$ cat src/rtl/fetch_stage_ctrl.sv
// IF stage control: next-PC select, PC stall and the IF/ID pipeline register.
// Define BRANCH_DELAY_SLOT_EN to keep the redirect-cycle fetch as a delay slot instead of squashing it.
module fetch_stage_ctrl #(
  parameter logic [31:0] RESET_VECTOR = 32'h0000_0000,
  parameter int unsigned PC_INCR      = 4
) (
  input  logic        Clk,
  input  logic        Reset,
  input  logic [31:0] PCResult,
  input  logic [31:0] Instruction,
  input  logic        Stall,
  input  logic        Redirect,
  input  logic [31:0] RedirectTarget,
  output logic [31:0] Address,
  output logic        PCStall,
  output logic [31:0] IF_ID_Instruction,
  output logic [31:0] IF_ID_PCPlus4,
  output logic        IF_ID_Valid
);

  typedef enum logic {StRun, StPend} state_t;

  state_t      state_q;
  logic [31:0] pend_target_q;
  logic [31:0] inst_q;
  logic [31:0] pc_plus4_q;
  logic        valid_q;

  logic [31:0] pc_plus4;
  logic [31:0] redirect_aligned;
  logic        squash;

  assign pc_plus4         = PCResult + 32'(PC_INCR);
  assign redirect_aligned = {RedirectTarget[31:2], 2'b00};

`ifdef BRANCH_DELAY_SLOT_EN
  assign squash = 1'b0;
`else
  // A redirect applied now (or a deferred one released now) kills the wrong-path fetch.
  assign squash = Redirect | ((state_q == StPend) & ~Stall);
`endif

  always_comb begin
    Address = pc_plus4;
    if (Redirect) begin
      Address = redirect_aligned;
    end else if (state_q == StPend) begin
      Address = pend_target_q;
    end
  end

  assign PCStall = Stall;

  always_ff @(posedge Clk) begin
    if (Reset) begin
      inst_q        <= 32'h0;
      pc_plus4_q    <= RESET_VECTOR;
      valid_q       <= 1'b0;
      state_q       <= StRun;
      pend_target_q <= RESET_VECTOR;
    end else begin
      if (squash) begin
        inst_q  <= 32'h0;
        valid_q <= 1'b0;
      end else if (!Stall) begin
        inst_q     <= Instruction;
        pc_plus4_q <= pc_plus4;
        valid_q    <= 1'b1;
      end

      case (state_q)
        StRun: begin
          if (Redirect && Stall) begin
            state_q       <= StPend;
            pend_target_q <= redirect_aligned;
          end
        end
        StPend: begin
          // Newest redirect wins while the PC stays frozen.
          if (Redirect && Stall) begin
            pend_target_q <= redirect_aligned;
          end else if (!Stall) begin
            state_q <= StRun;
          end
        end
        default: state_q <= StRun;
      endcase
    end
  end

  assign IF_ID_Instruction = inst_q;
  assign IF_ID_PCPlus4     = pc_plus4_q;
  assign IF_ID_Valid       = valid_q;

endmodule

$ cat config.mk
export PLATFORM = sky130hd
export DESIGN_NAME = fetch_stage_ctrl
export DESIGN_NICKNAME = d
export VERILOG_FILES = /design/src/rtl/fetch_stage_ctrl.sv
export SDC_FILE = /design/constraint.sdc
export NUM_CORES = 1
export LEC_CHECK = 0
export CAP_MARGIN = 40
export CORE_MARGIN = 3
export CORE_UTILIZATION = 30
export DETAILED_ROUTE_END_ITERATION = 7
export HOLD_SLACK_MARGIN = 0.08
export PLACE_DENSITY = 0.72
export SLEW_MARGIN = 20
export SYNTH_ARGS = -nofsm -noshare
export SYNTH_HDL_FRONTEND = slang
export SYNTH_SLANG_ARGS = --single-unit
$ cat constraint.sdc
create_clock -name Clk -period 3.1 [get_ports Clk]
set_clock_uncertainty 0.15 [all_clocks]
set_input_delay 0.62 -clock Clk [delete_from_list [all_inputs] [get_ports Clk]]
set_output_delay 0.62 -clock Clk [all_outputs]
set_load 0.05 [all_outputs]
==> results of run 1 <==
## cell usage in the layout (no fill, tap or decap), types with 7 or more instances in the layout
cell type,n
clkdlybuf4s50_1,139
dfxtp_1,96
o21ai_0,8
xnor2_1,7
inv_1,12
nor3_1,28
buf_4,91
nor2_1,75
dlygate4sd2_1,8
a211oi_1,10
buf_12,30
o21ai_2,7
xor2_1,9
nand2_1,119
o21ai_1,7
buf_2,7
mux2i_1,45
a21oi_1,43
clkbuf_16,11
## sequential cells by signal, summed over array words and instances (netlist names)
signal / count
IF_ID_Instruction: 32
IF_ID_Valid: 1
pend_target_q: 30
IF_ID_PCPlus4: 32
state_q: 1
## kinds of logic (layout without fill, tap and decap cells)
family / Yosys count / after routing
AND/OR/NAND/NOR: 277 / 277
flip-flops: 96 / 96
buffers and inverters: 54 / 319
AO/OA/AOI/OAI: 97 / 97
multiplexers: 46 / 46
adder cells (fa/ha/maj): 1 / 1
XOR/XNOR: 22 / 22
## worst max-delay path: stages
cell and delay (ns):
buf_2 0.12, ha_4 0.16, nand3_4 0.09, buf_4 0.17
nor3_1 0.21, xor2_1 0.33, mux2i_1 0.13, o21ai_1 0.28
buf_12 0.18
## final timing paths
| check | startpoint | endpoint | slack, ns | depth (start not counted) |
|---|---|---|---|---|
| worst max-delay path | PCResult[2] | Address[12] | 0.02 | 9 |
| worst min-delay path | pend_target_q[20] | pend_target_q[20] | 0.30 | 2 |
| worst max register to register | state_q | IF_ID_PCPlus4[25] | 1.05 | 6 |
| worst min register to register | pend_target_q[20] | pend_target_q[20] | 0.30 | 2 |
## layer usage
layer	routed length, µm	vias up	part of all wire (%)	GRT usage [%]
met1	6690	2329	41	23.3
met5	0	-	0	0
met2	7600	197	47	30.6
met3	1610	24	9.9	7.78
met4	369	0	2.3	5.62
li1	-	2545	-	-
## repair_timing
item                       in CTS  in global routing
pin swaps                      13                 10
gates resized for setup        63                 29
setup endpoints to repair      26                 17
setup buffers                   8                  2
gates cloned                    1                  0
## final cells by class
type | instances | area [µm²]
inverters | 12 | 45.0
fillers | 1344 | 6660
clock inverters | 4 | 30.0
flip-flops and latches | 96 | 1920
well taps | 184 | 230
clock buffers | 12 | 246
repair buffers | 291 | 2950
multi-input cells | 443 | 2730
## power groups by stage
stage	Clock, mW	Sequential, mW	Combinational, mW
after global placement	0	1.35	1.03
after global routing	1.14	1.33	1.12
after detailed placement	0	1.35	1.03
after CTS	1.09	1.32	1.05
final	1.05	1.32	1.05
after floorplan	0	1.49	0.377
==> run_results.csv, run 1 <==
group,metric,value,unit
routing,vias,5095,
place,gp_congestion,0.858,
sta,drv_slew,0,
routing,routedWlPerCell,15.6,µm
sta,grt_setup_unrepaired,"yes",
place,hpwl,11.9,mm
synth,syn_inst,593,
worst_setup_path,crit_arrival,2.31,ns
global_route,antenna_found_initial,0,
global_route,grt_pass1_wl,25.2,mm
synth,yosysSeqAreaShare,41.5,%
floorplan,initial_core_util,31.3,%
cells_and_area,area_delta_synth_final,76.0,%
global_route,gr-usage-all-layers,19.0,%
synth,synthTopCellsByArea,"dfxtp_1, mux2i_1, nand2_1, nor2_1, a21oi_1",
power,power_frac_comb,30.8,%
floorplan,die_h,130,µm
worst_setup_path,cp_max_fo,5,
place,place_area,7610,µm²
global_route,grt_pass1_vias,4881,
flow_run,drv_cap,0,
sta,setup_viol,0,
clock_tree,cts_tree,"done",
synth,ys_async_sr_fraction,0,%
power,pwr_density_cell,420,nW/µm²
worst_hold_path,hold_class,"flip-flop to flip-flop",
floorplan,die_x,130,µm
sta,hold-worst-slack,0.300,ns
power,p_seq_share,38.6,%
cells_and_area,layout.nets,954,
clock_tree,clkTransAtPathRegs,0.06,ns
power,p_leak,3.34,nW
floorplan,coreArea,14800,µm²
worst_setup_path,end_kind,"output port",
sta,min_period,3.08,ns
clock_tree,clk_latency,0.34,ns
sta,setup_tns,0,ns
power,peakVddDrop,0.490,mV
cells_and_area,final_area,8150,µm²
synth,synth_fa_ha_area_share,0.270,%
worst_setup_path,path_class,"primary input to output port",
power,p_int,2.32,mW
synth,avgSynthCellArea,7.81,µm²
synth,synth_top_area_cell,"dfxtp_1",
place,port_buffers,195,
synth,synth.most_common_cell,"nand2_1",
routing,drtPass1Iterations,5,
routing,postRouteAntennaNets,0,
routing,drcViolationCount,0,
floorplan,dieArea,17000,µm²
floorplan,ios,198,
power,pwr-share-clk,30.6,%
synth,synth-warning-count,0,
sta,final.period_utilization,99.3,%
synth,synth_xor_xnor_area_share,4.16,%
synth,synth_mux_area_share,9.94,%
power,p_total,3.42,mW
place,pre_cts_slack,-0.403,ns
power,p_sw_share,32.1,%
sta,slew_headroom,51.5,%
cells_and_area,finalNonFillerCells,1042,
clock_tree,ctsRootBufferMaster,"clkbuf_16",
synth,synth-simple-area-share,27.0,%
clock_tree,cts_hold_buf,0,
synth,synth_ff_type,"dfxtp_1",
sta,final_hold_viol_count,0,
worst_setup_path,crit_required,2.33,ns
clock_tree,clkSinkCount,96,
routing,wl,16.3,mm
place,place_inst,1015,
cells_and_area,utilization,55.0,%
cells_and_area,drive_gt1_share,23.1,%
global_route,grt_max_degree,64,
clock_tree,cts_max_path_buffers,2,
synth,synth-compound-area-share,12.5,%
synth,synth-seq-cells,96,
synth,synth_top_family_by_area,"simple AND/OR/NAND/NOR gates",
synth,synth_fp_nets,694,
power,power_switching,1.10,mW
cells_and_area,antenna_cells,0,
sta,fin_ws,0.0223,ns
sta,worstMarginPinSlew,0.727,ns
synth,ys_types,44,
routing,first_iter_violations,279,
floorplan,num_rows,44,
synth,synthesis.area,4630,µm²
clock_tree,cts_buffers,9,
synth,synth_top_area_share,41.5,%
synth,synth_edf_count,0,
synth,netlist_top_cells_count,"nand2_1, dfxtp_1, nor2_1",
routing,via_per_inst,4.89,
global_route,grt_overflow,0,
clock_tree,h-tree-depth,3,
sta,fmax,325,MHz
outcome,status,"finished, final reports clean",
worst_setup_path,worstSetupStartpointType,"primary input",
(Power assumes the default switching activity.)
==> run 2, diff against run 1 <==
CTS_BUF_LIST = sky130_fd_sc_hd__clkbuf_8 sky130_fd_sc_hd__clkbuf_16   (was unset)
PLACE_DENSITY = 0.74   (was 0.72)
clock period = 2.6 ns   (was 3.1 ns; I/O delays follow)
==> run 2 against run 1 <==
Net effect:
- the run now ends with setup timing left
- cell count increased by 1.7%
- combinational power grew 27%
- design area is 7.2% higher
- sequential cell count did not move
- critical path depth rose by 2
- die area unchanged
- largest cell class unchanged
- largest power group unchanged
==> run_results.csv, run 2 (synthesis gave the netlist of run 1 again) <==
group,metric,value,unit
sta,fmax,366,MHz
routing,drtPass1Iterations,5,
floorplan,ios,198,
clock_tree,ctsRootBufferMaster,"clkbuf_16",
worst_setup_path,r2r_cells,6,
cells_and_area,multi_input_area,3110,µm²
place,place_inst,1014,
place,pre_cts_slack,-0.621,ns
sta,min_period,2.73,ns
clock_tree,h-tree-depth,3,
routing,wl,17.8,mm
worst_setup_path,r2r-end,"IF_ID_PCPlus4[28]",
routing,first_iter_violations,425,
cells_and_area,antenna_cells,0,
worst_hold_path,hold_class,"flip-flop to flip-flop",
power,p_total,4.22,mW
place,port_buffers,195,
cells_and_area,area_delta_synth_final,88.6,%
floorplan,coreArea,14800,µm²
worst_setup_path,crit_required,1.93,ns
worst_setup_path,worstSetupStartpointType,"primary input",
cells_and_area,fillers,1240,
global_route,grt_pass1_vias,5048,
routing,postRouteAntennaNets,0,
worst_setup_path,end_kind,"output port",
cells_and_area,mostFrequentLayoutCells,"clkdlybuf4s50_1, nand2_1, buf_4, dfxtp_1, nor2_1",
routing,via_per_inst,5.06,
cells_and_area,layout.nets,972,
routing,routedWlPerCell,16.8,µm
cells_and_area,final_area,8740,µm²
sta,setup_viol,21,
worst_setup_path,cp_max_fo,5,
flow_run,drv_cap,0,
floorplan,die_x,130,µm
outcome,status,"complete, but fails checks",
worst_setup_path,endpoint,"Address[29]",
global_route,antenna_found_initial,0,
power,pwr_density_cell,483,nW/µm²
outcome,violations,"setup timing",
sta,fin_ws,-0.129,ns
sta,worstMarginPinSlew,0.603,ns
worst_setup_path,crit_start,"PCResult[2]",
floorplan,die_h,130,µm
clock_tree,cts_hold_buf,0,
sta,final.period_utilization,105,%
place,place_area,7720,µm²
sta,drv_slew,0,
clock_tree,clkTransAtPathRegs,0.06,ns
floorplan,initial_core_util,31.3,%
cells_and_area,regArea,1920,µm²
worst_setup_path,r2r_setup_slack,0.56,ns
clock_tree,clkSinkCount,96,
worst_setup_path,r2r-start,"state_q",
cells_and_area,finalNonFillerCells,1060,
power,p_leak,3.59,nW
floorplan,num_rows,44,
routing,vias,5368,
power,peakVddDrop,0.332,mV
global_route,grt_pass1_wl,26.4,mm
floorplan,dieArea,17000,µm²
sta,grt_setup_unrepaired,"yes",
cells_and_area,layout_commonest_cell,"clkdlybuf4s50_1",
clock_tree,cts_max_path_buffers,2,
global_route,grt_overflow,0,
place,gp_congestion,0.873,
clock_tree,clk_latency,0.34,ns
sta,final_hold_viol_count,0,
global_route,gr-usage-all-layers,19.9,%
clock_tree,cts_buffers,9,
global_route,grt_max_degree,44,
clock_tree,cts_tree,"done",
cells_and_area,drive_gt1_share,30.6,%
routing,drcViolationCount,0,
place,hpwl,11.9,mm
sta,slew_headroom,59.8,%
worst_setup_path,path_class,"primary input to output port",
worst_setup_path,crit_arrival,2.06,ns
==> run 2: worst min-delay path by stage <==
| stage | from | to | slack (ns) | cells after the start |
|---|---|---|---|---|
| 6_report | IF_ID_Valid | IF_ID_Valid | 0.30 | 2 |
| 3_5_place_dp | IF_ID_Valid | IF_ID_Valid | 0.29 | 2 |
| 4_1_cts | IF_ID_Valid | IF_ID_Valid | 0.30 | 2 |
| 5_1_grt | pend_target_q[10] | pend_target_q[10] | 0.32 | 2 |
| 2_1_floorplan | pend_target_q[20] | pend_target_q[20] | 0.28 | 2 |
| 3_3_place_gp | IF_ID_Valid | IF_ID_Valid | 0.29 | 2 |
==> run 2: per-stage QoR <==
stage                     utilization (%)  TNS (ns)  hold slack, ns
after floorplan                         -    -0.821           0.281
after global placement               52.1    -11.72           0.287
after detailed placement             52.1    -12.46           0.291
after CTS                            56.7    -0.720           0.301
after global routing                 59.0     -2.83           0.324
final                                59.0     -1.40           0.296
==> run 2: final cells by class <==
cell class,instances,share of cell area [%]
Sequential cell,96,22.0
Inverter,12,0.516
Tap cell,184,2.63
Multi-Input combinational cell,443,35.6
Clock buffer,9,2.58
Clock inverter,7,0.659
Timing Repair Buffer,309,36.0
==> run 2: critical path: stages <==
cell,delay [ns]
buf_8,0.08
buf_6,0.08
nand4_1,0.16
nor3_2,0.25
buf_4,0.15
buf_8,0.13
buf_6,0.10
a31oi_4,0.09
nor3_4,0.23
o21ai_4,0.11
buf_12,0.15
==> run 2: repair_timing <==
item | 4_1_cts | 5_1_grt
resized for setup | 160 | 50
setup endpoints to repair | 28 | 26
buffers inserted | 17 | 12
cloned | 2 | 0
pin swaps | 44 | 34
==> run 2: where the power goes <==
group / total (mW) / switching (mW) / internal, mW
Combinational: 1.33 / 0.742 / 0.592
Sequential: 1.58 / 0.0384 / 1.54
Clock: 1.30 / 0.571 / 0.731
==> run 2: per-layer routing <==
layer	part of all wire (%)	global-route usage [%]	wire length (µm)
met1	40	24.6	7180
met2	49	32.9	8630
met3	9.4	6.55	1670
met4	1.7	6.30	307
met5	0	0	0
==> run 3, diff against run 2 <==
CAP_MARGIN = 20   (was 40)
CTS_BUF_LIST = sky130_fd_sc_hd__clkbuf_8   (was sky130_fd_sc_hd__clkbuf_8 sky130_fd_sc_hd__clkbuf_16)
==> run 3 against run 2 <==
Net effect:
- the flow still finishes with violations (setup timing)
- critical path type unchanged
- largest cell class unchanged
- cell count stayed put
- combinational power hardly changed
- sequential power hardly changed
- wire length is 1.2% lower
- clock-buffer cell count stayed put
==> run_results.csv, run 3 (synthesis gave the netlist of run 1 again) <==
group,metric,value,unit
worst_setup_path,crit_path_frequent_cell,"nor3_4",
worst_setup_path,r2r_cells,4,
outcome,violations,"setup timing",
place,pre_cts_slack,-0.621,ns
clock_tree,cts_tree,"done",
sta,drv_slew,0,
cells_and_area,finalNonFillerCells,1060,
sta,setup_viol,16,
cells_and_area,mostFrequentLayoutCells,"clkdlybuf4s50_1, nand2_1, buf_4, dfxtp_1, nor2_1",
routing,wl,17.6,mm
cells_and_area,drive_gt1_share,30.3,%
global_route,grt_pass1_vias,5075,
worst_setup_path,crit_path_top_delay_cell,"o31ai_4",
floorplan,initial_core_util,31.3,%
floorplan,num_rows,44,
worst_setup_path,end_kind,"output port",
cells_and_area,antenna_cells,0,
global_route,gr-usage-all-layers,19.6,%
clock_tree,cts_max_path_buffers,2,
routing,drcViolationCount,0,
power,p_leak,3.58,nW
routing,first_iter_violations,378,
worst_setup_path,cp_max_fo,8,
clock_tree,cts_hold_buf,0,
clock_tree,clkSinkCount,96,
place,hpwl,11.9,mm
worst_setup_path,path_class,"primary input to output port",
routing,postRouteAntennaNets,0,
routing,routedWlPerCell,16.6,µm
global_route,grt_overflow,0,
place,place_inst,1014,
sta,grt_setup_unrepaired,"yes",
worst_setup_path,crit_chain,"buf_2, nand3_4, buf_6, nor3_4, buf_12, and4_4, nor3_4, o31ai_4, clkbuf_16",
global_route,grt_max_degree,44,
floorplan,coreArea,14800,µm²
cells_and_area,area_delta_synth_final,85.7,%
clock_tree,h-tree-depth,3,
cells_and_area,utilization,58.1,%
sta,slew_headroom,38.3,%
routing,drtPass1Iterations,6,
outcome,status,"complete, but fails checks",
cells_and_area,layout.nets,972,
place,gp_congestion,0.873,
worst_setup_path,r2r-end,"IF_ID_PCPlus4[29]",
floorplan,die_x,130,µm
power,pwr_density_cell,450,nW/µm²
worst_setup_path,crit_required,1.93,ns
global_route,antenna_found_initial,0,
routing,vias,5320,
sta,fin_ws,-0.0900,ns
worst_setup_path,r2r-start,"state_q",
floorplan,die_h,130,µm
power,p_total,3.87,mW
worst_hold_path,hold_depth,2,
cells_and_area,layout_commonest_cell,"clkdlybuf4s50_1",
clock_tree,clk_latency,0.37,ns
worst_hold_path,hold_start,"IF_ID_Valid",
clock_tree,clkTransAtPathRegs,0.09,ns
clock_tree,ctsRootBufferMaster,"clkbuf_8",
worst_setup_path,worstSetupStartpointType,"primary input",
floorplan,ios,198,
clock_tree,cts_buffers,9,
global_route,grt_pass1_wl,26.1,mm
worst_setup_path,cpPeakStageDelay,0.26,ns
worst_setup_path,crit_arrival,2.02,ns
sta,final_hold_viol_count,0,
power,peakVddDrop,0.270,mV
sta,fmax,372,MHz
floorplan,dieArea,17000,µm²
routing,via_per_inst,5.02,
sta,min_period,2.69,ns
worst_setup_path,r2r_setup_slack,0.52,ns
worst_hold_path,hold_class,"flip-flop to flip-flop",
cells_and_area,fillers,1258,
worst_hold_path,hold_end,"IF_ID_Valid",
sta,final.period_utilization,103,%
sta,worstMarginPinSlew,0.926,ns
flow_run,drv_cap,0,
place,port_buffers,195,
## run 3: worst max path at each step
stage	start	cells past startpoint	end
global route	PCResult[3]	9	Address[25]
finish	PCResult[12]	9	Address[26]
detailed placement	PCResult[2]	8	Address[20]
CTS	PCResult[2]	9	Address[25]
global placement	PCResult[2]	8	Address[20]
floorplan	Redirect	4	Address[3]
## run 3: layer usage
metal / share of wire [%] / vias up / track usage [%]
met5: 0 / - / 0
met4: 2.1 / 0 / 6.72
li1: - / 2566 / -
met1: 41 / 2505 / 24.0
met3: 9.2 / 28 / 6.88
met2: 48 / 221 / 32.0
## run 3: cell type report
cell class / instances / area (µm²) / share of cell area [%]
multi-input combinational: 443 / 3100 / 36.1
tap: 184 / 230 / 2.68
sequential: 96 / 1920 / 22.4
clock buffer: 9 / 124 / 1.44
clock inverter: 7 / 57.6 / 0.669
inverter: 12 / 45.0 / 0.524
timing repair buffer: 309 / 3120 / 36.2
## run 3: where the power goes
part	internal, mW	switching (mW)
combinational	0.590	0.740
sequential	1.54	0.0379
clock	0.431	0.535
## run 3: what timing repair did
action / CTS / global route
setup endpoints to repair: 29 / 25
resized for setup: 145 / 55
setup buffers: 20 / 12
pin swaps: 39 / 39
gates cloned: 1 / 0
## run 3: critical path: cells and delay by family
| family | cells | cell delay [ns] |
|---|---|---|
| and+or+nand+nor | 4 | 0.60 |
| buffers and inverters | 4 | 0.63 |
| AOI/OAI and AO/OA | 1 | 0.26 |
## run 3: through the flow
step	setup TNS, ns	hold WS [ns]	area (µm²)
5_1_grt	-2.23	0.330	8600
3_3_place_gp	-11.72	0.287	7720
6_report	-0.896	0.301	8600
4_1_cts	-0.955	0.305	8280
3_5_place_dp	-12.46	0.291	7720
2_1_floorplan	-0.821	0.281	4780
